**src/rtl/axis_frame_stats.sv**
```systemverilog
// Passive AXI-stream frame statistics: per-channel frame/byte/error counters and
// first-word capture, exposed over an AXI-lite slave, with an LED tap of one channel.

module axis_frame_stats_ch #(
  parameter int KEEP_WIDTH = 8,
  parameter int CNT_WIDTH  = 32
) (
  input  logic                  clk,
  input  logic                  rst,
  input  logic                  clr,
  input  logic                  acc,
  input  logic [31:0]           tdata,
  input  logic [KEEP_WIDTH-1:0] tkeep,
  input  logic                  tlast,
  input  logic                  tuser,
  output logic [CNT_WIDTH-1:0]  frames,
  output logic [CNT_WIDTH-1:0]  bytes,
  output logic [CNT_WIDTH-1:0]  errors,
  output logic [31:0]           first_word
);
  localparam int PW = $clog2(KEEP_WIDTH + 1);
  localparam logic [CNT_WIDTH-1:0] CNT_MAX = '1;

  typedef enum logic {IDLE, IN_FRAME} state_t;
  state_t state, state_nxt;

  logic              cap_first;
  logic [PW-1:0]     keep_cnt;
  logic [CNT_WIDTH:0] byte_sum;

  always_ff @(posedge clk) begin
    if (rst || clr) state <= IDLE;
    else            state <= state_nxt;
  end

  always_comb begin
    state_nxt = state;
    if (acc) begin
      case (state)
        IDLE:     if (!tlast) state_nxt = IN_FRAME;
        IN_FRAME: if (tlast)  state_nxt = IDLE;
        default:  state_nxt = IDLE;
      endcase
    end
  end

  always_comb begin
    cap_first = acc && (state == IDLE);
  end

  always_comb begin
    keep_cnt = '0;
    for (int k = 0; k < KEEP_WIDTH; k++) keep_cnt = keep_cnt + PW'(tkeep[k]);
  end

  // carry bit of the widened sum flags byte-counter overflow
  assign byte_sum = {1'b0, bytes} + {{(CNT_WIDTH + 1 - PW){1'b0}}, keep_cnt};

  always_ff @(posedge clk) begin
    if (rst || clr) begin
      frames     <= '0;
      bytes      <= '0;
      errors     <= '0;
      first_word <= '0;
    end else if (acc) begin
      if (cap_first) first_word <= tdata;
      bytes <= byte_sum[CNT_WIDTH] ? CNT_MAX : byte_sum[CNT_WIDTH-1:0];
      if (tlast && frames != CNT_MAX)          frames <= frames + CNT_WIDTH'(1);
      if (tlast && tuser && errors != CNT_MAX) errors <= errors + CNT_WIDTH'(1);
    end
  end
endmodule

module axis_frame_stats #(
  parameter int N_CH            = 4,
  parameter int DATA_WIDTH      = 64,
  parameter int KEEP_WIDTH      = DATA_WIDTH / 8,
  parameter int CNT_WIDTH       = 32,
  parameter int AXIL_ADDR_WIDTH = 16
) (
  input  logic                         clk,
  input  logic                         rst,
  input  logic [N_CH*DATA_WIDTH-1:0]   mon_tdata,
  input  logic [N_CH*KEEP_WIDTH-1:0]   mon_tkeep,
  input  logic [N_CH-1:0]              mon_tvalid,
  input  logic [N_CH-1:0]              mon_tready,
  input  logic [N_CH-1:0]              mon_tlast,
  input  logic [N_CH-1:0]              mon_tuser,
  input  logic [AXIL_ADDR_WIDTH-1:0]   s_axil_awaddr,
  input  logic [2:0]                   s_axil_awprot,
  input  logic                         s_axil_awvalid,
  output logic                         s_axil_awready,
  input  logic [31:0]                  s_axil_wdata,
  input  logic [3:0]                   s_axil_wstrb,
  input  logic                         s_axil_wvalid,
  output logic                         s_axil_wready,
  output logic [1:0]                   s_axil_bresp,
  output logic                         s_axil_bvalid,
  input  logic                         s_axil_bready,
  input  logic [AXIL_ADDR_WIDTH-1:0]   s_axil_araddr,
  input  logic [2:0]                   s_axil_arprot,
  input  logic                         s_axil_arvalid,
  output logic                         s_axil_arready,
  output logic [31:0]                  s_axil_rdata,
  output logic [1:0]                   s_axil_rresp,
  output logic                         s_axil_rvalid,
  input  logic                         s_axil_rready,
  output logic [7:0]                   led
);
  localparam logic [AXIL_ADDR_WIDTH-1:0] ADDR_CLEAR   = AXIL_ADDR_WIDTH'(12'h100);
  localparam logic [AXIL_ADDR_WIDTH-1:0] ADDR_LED_SEL = AXIL_ADDR_WIDTH'(12'h104);

  logic [N_CH-1:0]                acc, clr;
  logic [N_CH-1:0][CNT_WIDTH-1:0] frames, bytes, errors;
  logic [N_CH-1:0][31:0]          first_word;

  logic        wr_hs, ar_hs, wr_clr, wr_sel;
  logic [2:0]  led_sel;
  logic [7:0]  led_nxt;
  logic [31:0] rd_mux;
  logic        unused_ok;

  assign unused_ok = ^{mon_tdata, s_axil_awprot, s_axil_arprot, s_axil_wstrb, s_axil_wdata};

  generate
    for (genvar i = 0; i < N_CH; i++) begin : g_ch
      assign acc[i] = mon_tvalid[i] & mon_tready[i];
      assign clr[i] = wr_clr & s_axil_wdata[i];
      axis_frame_stats_ch #(.KEEP_WIDTH(KEEP_WIDTH), .CNT_WIDTH(CNT_WIDTH)) u_ch (
        .clk        (clk),
        .rst        (rst),
        .clr        (clr[i]),
        .acc        (acc[i]),
        .tdata      (mon_tdata[i*DATA_WIDTH +: 32]),
        .tkeep      (mon_tkeep[i*KEEP_WIDTH +: KEEP_WIDTH]),
        .tlast      (mon_tlast[i]),
        .tuser      (mon_tuser[i]),
        .frames     (frames[i]),
        .bytes      (bytes[i]),
        .errors     (errors[i]),
        .first_word (first_word[i])
      );
    end
  endgenerate

  // address and data are held by the master through the handshake cycle
  assign wr_hs  = s_axil_awready & s_axil_awvalid & s_axil_wvalid;
  assign wr_clr = wr_hs && s_axil_awaddr == ADDR_CLEAR   && s_axil_wstrb[0];
  assign wr_sel = wr_hs && s_axil_awaddr == ADDR_LED_SEL && s_axil_wstrb[0];
  assign s_axil_bresp = 2'b00;
  assign s_axil_rresp = 2'b00;

  always_ff @(posedge clk) begin
    if (rst) begin
      s_axil_awready <= 1'b0;
      s_axil_wready  <= 1'b0;
      s_axil_bvalid  <= 1'b0;
      led_sel        <= '0;
    end else begin
      if (s_axil_bvalid && s_axil_bready) s_axil_bvalid <= 1'b0;
      if (wr_hs) begin
        s_axil_awready <= 1'b0;
        s_axil_wready  <= 1'b0;
        s_axil_bvalid  <= 1'b1;
      end else if (s_axil_awvalid && s_axil_wvalid && !s_axil_awready && !s_axil_bvalid) begin
        s_axil_awready <= 1'b1;
        s_axil_wready  <= 1'b1;
      end
      if (wr_sel) led_sel <= s_axil_wdata[2:0];
    end
  end

  assign ar_hs = s_axil_arready & s_axil_arvalid;

  always_comb begin
    rd_mux = '0;
    if (s_axil_araddr[AXIL_ADDR_WIDTH-1:8] == '0) begin
      for (int c = 0; c < N_CH; c++) begin
        if (s_axil_araddr[7:4] == 4'(c)) begin
          case (s_axil_araddr[3:2])
            2'd0:    rd_mux = 32'(frames[c]);
            2'd1:    rd_mux = 32'(bytes[c]);
            2'd2:    rd_mux = 32'(errors[c]);
            default: rd_mux = first_word[c];
          endcase
        end
      end
    end
    if (s_axil_araddr == ADDR_LED_SEL) rd_mux = {29'b0, led_sel};
  end

  always_ff @(posedge clk) begin
    if (rst) begin
      s_axil_arready <= 1'b0;
      s_axil_rvalid  <= 1'b0;
      s_axil_rdata   <= '0;
    end else begin
      if (s_axil_rvalid && s_axil_rready) s_axil_rvalid <= 1'b0;
      if (ar_hs) begin
        s_axil_arready <= 1'b0;
        s_axil_rvalid  <= 1'b1;
        s_axil_rdata   <= rd_mux;
      end else if (s_axil_arvalid && !s_axil_arready && !s_axil_rvalid) begin
        s_axil_arready <= 1'b1;
      end
    end
  end

  // out-of-range selects never match, leaving channel 0
  always_comb begin
    led_nxt = first_word[0][7:0];
    for (int c = 0; c < N_CH; c++) if (led_sel == 3'(c)) led_nxt = first_word[c][7:0];
  end

  always_ff @(posedge clk) begin
    if (rst) led <= '0;
    else     led <= led_nxt;
  end
endmodule

```
**config.mk**
```make
export PLATFORM = sky130hd
export DESIGN_NAME = axis_frame_stats
export DESIGN_NICKNAME = d
export VERILOG_FILES = /design/src/rtl/axis_frame_stats.sv
export SDC_FILE = /design/constraint.sdc
export NUM_CORES = 2
export LEC_CHECK = 0
export ABC_AREA = 0
export CORE_UTILIZATION = 44
export DETAILED_ROUTE_END_ITERATION = 8
export GPL_ROUTABILITY_DRIVEN = 0
export GPL_TIMING_DRIVEN = 1
export PLACE_DENSITY_LB_ADDON = 0.08
export SLEW_MARGIN = 20
export SYNTH_ARGS = -nofsm -noshare
export SYNTH_HDL_FRONTEND = slang
export SYNTH_SLANG_ARGS = --single-unit
```
**constraint.sdc**
```tcl
create_clock -name clk -period 7.25 [get_ports clk]
set_input_delay 2.175 -clock clk [delete_from_list [all_inputs] [get_ports clk]]
set_output_delay 2.175 -clock clk [all_outputs]
set_load 0.02 [all_outputs]
```
* Yosys cells after proc, flatten, opt, wreduce, memory -nomap -nowiden
Cells that the tools add are included.
Operators by class: add/subtract/negate cells 40, multiply operators 0, divide/modulo/power cells 0, order comparisons 0, eq/ne operators 19, shifts and indexed selects 0, multiplexer cells 25, bitwise logic cells 15, reductions and logical operators 54
Operators with widths (count):
- case mux 32 bit (3 select lines) | 4
- 2-to-1 mux 32 bit | 10
- adder 32 x 1 -> 32 bit, second input constant | 8
- != test 32 bit, second input constant | 8
- adder 32 x 4 -> 33 bit | 4
- adder 4 x 1 -> 4 bit | 24
- == test 16 x 9 -> 1 bit, second input constant | 3
- logical AND 1 bit | 27
- 2-to-1 mux 8 bit | 3
- AND reduction 2 bit | 12
- AND 1 bit | 11
- adder 1 x 1 -> 2 bit | 4
- == test 4 x 2 -> 1 bit, second input constant | 2
- logical NOT 8 bit | 1
- 2-to-1 mux 1 bit | 8
- == test 3 x 2 -> 1 bit, second input constant | 2
- == test 4 x 1 -> 1 bit, second input constant | 1
- logical NOT 1 bit | 4
- logical NOT 4 bit | 1
- logical OR 1 bit | 4
- NOT 1 bit | 4
- nonzero test 2 bit | 2
- OR reduction 2 bit | 2
- == test 3 x 1 -> 1 bit, second input constant | 1
- 3 further kinds | 3
Word-level totals: register bits after elaboration 563, latch bits 0, bits in writable memories 0, ROM bits 0, bits of input ports 385, output and inout bits 49, memories kept 0

* Logic depth before layout (Yosys ltp)
depth in word-level cells 9, gate-level depth with buffers 16, depth with buffers taken out 14

* Modules after synthesis
Synthesis repeated with hierarchy kept, for this count alone.
Unflattened totals: cell total of the unflattened synthesis 3503, area total of the unflattened synthesis 31168.6 sq um
By module, submodules not included:
- axis_frame_stats_ch (g_ch[0].u_ch ...) | times used 3, cells an instance 745, area each 6243.5 sq um, seq. area each 2582.5 sq um
- axis_frame_stats_ch (g_ch[3].u_ch) | times used 1, cells an instance 746, area each 6353.6 sq um, seq. area each 2582.5 sq um
- axis_frame_stats | times used 1, cells an instance 522, area each 6084.6 sq um, seq. area each 940.9 sq um

* Worst setup path before layout
OpenSTA, ideal clock, no wires.
kind in2reg, start input port mon_tkeep[0], end register g_ch[0].u_ch.bytes[10], setup time 0.133 ns, arrival 6.036 ns, required time 7.117 ns, slack 1.081 ns, stages on the path 15, cells stage by stage ha_1 inv_1 fa_1 fa_1 fa_1 fa_1 xnor2_1 ha_1 nor2b_1 o21ai_0 clkbuf_1 a21oi_1 nand2_1 clkbuf_1 a21oi_1
Between the ends: word-level cells in the longest chain between the ends 9
Ends and longest elaborated chain:
- start, declared | RTL line 84 | input logic [N_CH*KEEP_WIDTH-1:0] mon_tkeep,
- adder 1 x 1 -> 2 bit | RTL line 53 | for (int k = 0; k < KEEP_WIDTH; k++) keep_cnt = keep_cnt + PW'(tkeep[k]);
- adder 4 x 1 -> 4 bit (6 in a row) | RTL line 53
- adder 32 x 4 -> 33 bit | RTL line 57 | assign byte_sum = {1'b0, bytes} + {{(CNT_WIDTH + 1 - PW){1'b0}}, keep_cnt};
- 2-to-1 mux 32 bit | RTL line 67 | bytes <= byte_sum[CNT_WIDTH] ? CNT_MAX : byte_sum[CNT_WIDTH-1:0];
- end signal, assigned | RTL line 67
- end, declared | RTL line 17 | output logic [CNT_WIDTH-1:0] bytes,
Every way passes these cells. A chain may end at the register's enable or synchronous reset.

* Worst setup path in the final report
start input port mon_tkeep[0], end register g_ch[0].u_ch.bytes[18]
Same word-level chain as after synthesis.

==> impl_metrics.csv <==
group,metric,value,unit
run_status,status,"finished, final reports clean",
clock_network,cts_tree,"yes",
layout,area_growth,18.7,%
die,core_region_area,68500,µm²
layout,utilization,52.7,%
timing,finalSetupTns,0,ps
yosys,synth_edf_count,0,
placement,dpl_cell_area,33800,µm²
grt,grt_max_degree,91,
die,die_area,70200,µm²
timing,fin_crit_sh,85.3,%
clock_network,clkTransAtPathRegs,50,ps
setup_path,cp-end-kind,"flop",
routing,drt-wirelength-per-cell,22.5,µm
setup_path,crit_path_cell_trace,"clkdlybuf4s50_1 > ha_1 > inv_1 > fa_1 > fa_1 > fa_1 > fa_1 > fa_1 > nor2b_1 > o21ai_0 > buf_4 > a21oi_1 > nand2_1 > a21oi_1",
die,row_count,96,
setup_path,arrival,6710,ps
setup_path,r2r_slack,4440,ps
routing,vias,28600,
grt,grt_overflow_total,0,
yosys,syn_area,30400,µm²
routing,firstDrtPassIters,6,
layout,fin_nets,4117,
timing,worst_pin_slew,1130,ps
placement,hpwl,78300,µm
grt,grt_pass1_vias,26800,
grt,grt_busiest_layer,"met2",
yosys,ys_seq_area_share,37.1,%
setup_path,slowest_delay,560,ps
clock_network,cts_root_buffer,"clkbuf_16",
clock_network,h-tree-depth,3,
setup_path,cp_max_fo,23,
setup_path,worst_path_max_delay_cell,"nand2_1",
power,max-vdd-ir-drop,146,µV
die,start_util,44.4,%
setup_path,critPathKind,"in -> reg",
routing,viasPerCell,6.20,
die,die_h,265,µm
grt,grt_pass1_wl,159000,µm
clock_network,cts_setup_buffers,0,
grt,grtUsageMet2,47.1,%
routing,drt_drc_violations_left,0,
timing,maxSlewHeadroom,24.0,%
yosys,synth-seq-cells,563,
timing,fmax,162,MHz
placement,placed_cells,4488,
grt,gr-usage-met3,6.84,%
clock_network,clk-insertion-delay-late,610,ps
power,finalPower,7.36,mW
grt,grt_use_total,29.1,%
die,ioPinCount,434,
job,cap_violations,0,
placement,port_buffers,264,
clock_network,cts_hold_buffers,0,
setup_path,crit_required,7780,ps
timing,setup_viol,0,
die,die_w,265,µm
timing,drv_slew,0,
yosys,synthArstFlopShare,0,%
timing,fin_crit,6180,ps
timing,hold_viol,0,
routing,drt_iter0_markers,2436,
clock_network,ctsResizeCount,0,
power,leakage,11.6,nW
timing,skew,24.3,ps
yosys,ys_warn_count,0,
clock_network,cts.sinks,563,
yosys,synthCells,3503,
clock_network,numCtsBuffers,67,
yosys,ys_types,79,
timing,rsz0062_at_grt,"no",
layout,drive_above_1_share,9.18,%
layout,fin_cells,4609,
yosys,synth_ff_type,"dfxtp_1",
routing,ant_nets,0,
clock_network,cts_max_path_buffers,3,
grt,grt_util_met1,37.0,%
yosys,synth.avg_cell_area,8.68,µm²
layout,fin_area,36100,µm²
grt,antenna_found_initial,7,
setup_path,startpoint_type,"input pin",
worst_hold_path,min_path_type,"reg -> reg",
routing,routed_wl,104000,µm
setup_path,cp_common_cell,"fa_1",
power,powerDensity,204,nW/µm²
layout,fillerInstances,6311,
## cell type report
cell class / instances / area [µm²] / area share (%)
Multi-Input combinational cell: 2631 / 18100 / 50.0
Sequential cell: 563 / 11300 / 31.2
Timing Repair Buffer: 314 / 3040 / 8.41
Clock buffer: 100 / 2070 / 5.73
Tap cell: 882 / 1100 / 3.06
Inverter: 99 / 372 / 1.03
Clock inverter: 17 / 170 / 0.472
Antenna cell: 3 / 7.51 / 0.0208
## Yosys cell counts (9+ instances only)
master | count | share of area (%)
a2111oi_0 | 12 | 0.35
a211oi_1 | 71 | 1.8
a21oi_1 | 403 | 6.6
a311oi_1 | 9 | 0.26
a31oi_1 | 28 | 0.58
and2_1 | 23 | 0.47
and3_1 | 55 | 1.1
and4_1 | 50 | 1.4
buf_1 | 16 | 0.20
buf_2 | 29 | 0.48
clkbuf_1 | 160 | 2.0
dfxtp_1 | 563 | 37
fa_1 | 20 | 1.3
ha_1 | 36 | 1.5
inv_1 | 97 | 1.2
mux2i_1 | 13 | 0.43
mux4_2 | 129 | 9.6
nand2_1 | 461 | 5.7
nand2b_1 | 13 | 0.27
nand3_1 | 129 | 2.1
nand4_1 | 114 | 2.3
nor2_1 | 139 | 1.7
nor2b_1 | 39 | 0.80
nor3_1 | 60 | 0.99
nor4_1 | 41 | 0.84
nor4b_1 | 13 | 0.37
o211ai_1 | 32 | 0.79
o21a_1 | 16 | 0.40
o21ai_0 | 145 | 2.4
o22ai_1 | 38 | 0.78
o31ai_1 | 79 | 2.0
or3_1 | 125 | 2.6
or4_1 | 76 | 1.9
xnor2_1 | 109 | 3.1
xor2_1 | 42 | 1.2
## critical path: cells and delay by family
family	cells	cell delay, ps
AOI/OAI and AO/OA	3	630
and+or+nand+nor	2	680
adders and majority gates	6	2550
buffers and inverters	3	670
## registers in the layout, summed over array words and instances, names as in the netlist, 3 cells and up
| signal | flops |
|---|---|
| g_ch.u_ch.errors | 128 |
| g_ch.u_ch.first_word | 128 |
| led | 8 |
| g_ch.u_ch.bytes | 128 |
| g_ch.u_ch.frames | 128 |
| g_ch.u_ch.state | 4 |
| s_axil_rdata | 32 |
| led_sel | 3 |
## cell usage in the layout, fill, tap and decap left out, types with 36 or more instances in the layout
cell,synthesis,final
a211oi_1,71,62
a21oi_1,403,401
and3_1,55,55
and4_1,50,50
buf_4,6,48
clkbuf_16,0,73
clkdlybuf4s50_1,0,261
dfxtp_1,563,563
ha_1,36,36
inv_1,97,97
mux4_2,129,129
nand2_1,461,461
nand3_1,129,129
nand4_1,114,114
nor2_1,139,135
nor2b_1,39,39
nor3_1,60,60
nor4_1,41,40
o21ai_0,145,144
o22ai_1,38,38
o31ai_1,79,77
or3_1,125,124
or4_1,76,76
xnor2_1,109,109
xor2_1,42,42
## cell families after synthesis
family / after synthesis / share of synthesized area, %
XOR/XNOR: 151 / 4.35
multiplexers: 142 / 9.98
buffers and inverters: 312 / 4.07
other: 1 / 0.0123
AO/OA/AOI/OAI: 899 / 17.9
flip-flops: 563 / 37.1
adder cells (fa/ha/maj): 56 / 2.80
AND/OR/NAND/NOR: 1379 / 23.9
## through the flow
stage | setup slack (ps) | hold slack (ps)
floorplan | 1080 | 433
global placement | 502 | 444
detailed placement | 505 | 449
CTS | 1120 | 457
global route | 759 | 483
finish | 1070 | 455
## power by group
| group | switching, mW | leakage (nW) | internal (mW) | total [mW] |
|---|---|---|---|---|
| Combinational | 0.399 | 5.98 | 0.318 | 0.717 |
| Sequential | 0.0522 | 4.55 | 3.15 | 3.20 |
| Clock | 1.37 | 1.11 | 2.08 | 3.44 |
| Total | 1.82 | 11.6 | 5.54 | 7.36 |
## layer usage
layer | vias to the layer above | part of all wire (%)
li1 | 13500 | -
met1 | 13800 | 41
met4 | 2 | 4.4
met3 | 199 | 7.8
met5 | - | 0.013
met2 | 1033 | 46
## worst paths after layout
check / start / to / cells after the start
hold / removal: g_ch[0].u_ch.first_word[24] / g_ch[0].u_ch.first_word[24] / 2
setup reg to reg: g_ch[3].u_ch.errors[0] / g_ch[3].u_ch.errors[19] / 6
hold reg to reg: g_ch[0].u_ch.first_word[24] / g_ch[0].u_ch.first_word[24] / 2
setup / recovery: mon_tkeep[0] / g_ch[0].u_ch.bytes[18] / 14
(Power assumes the default switching activity.)
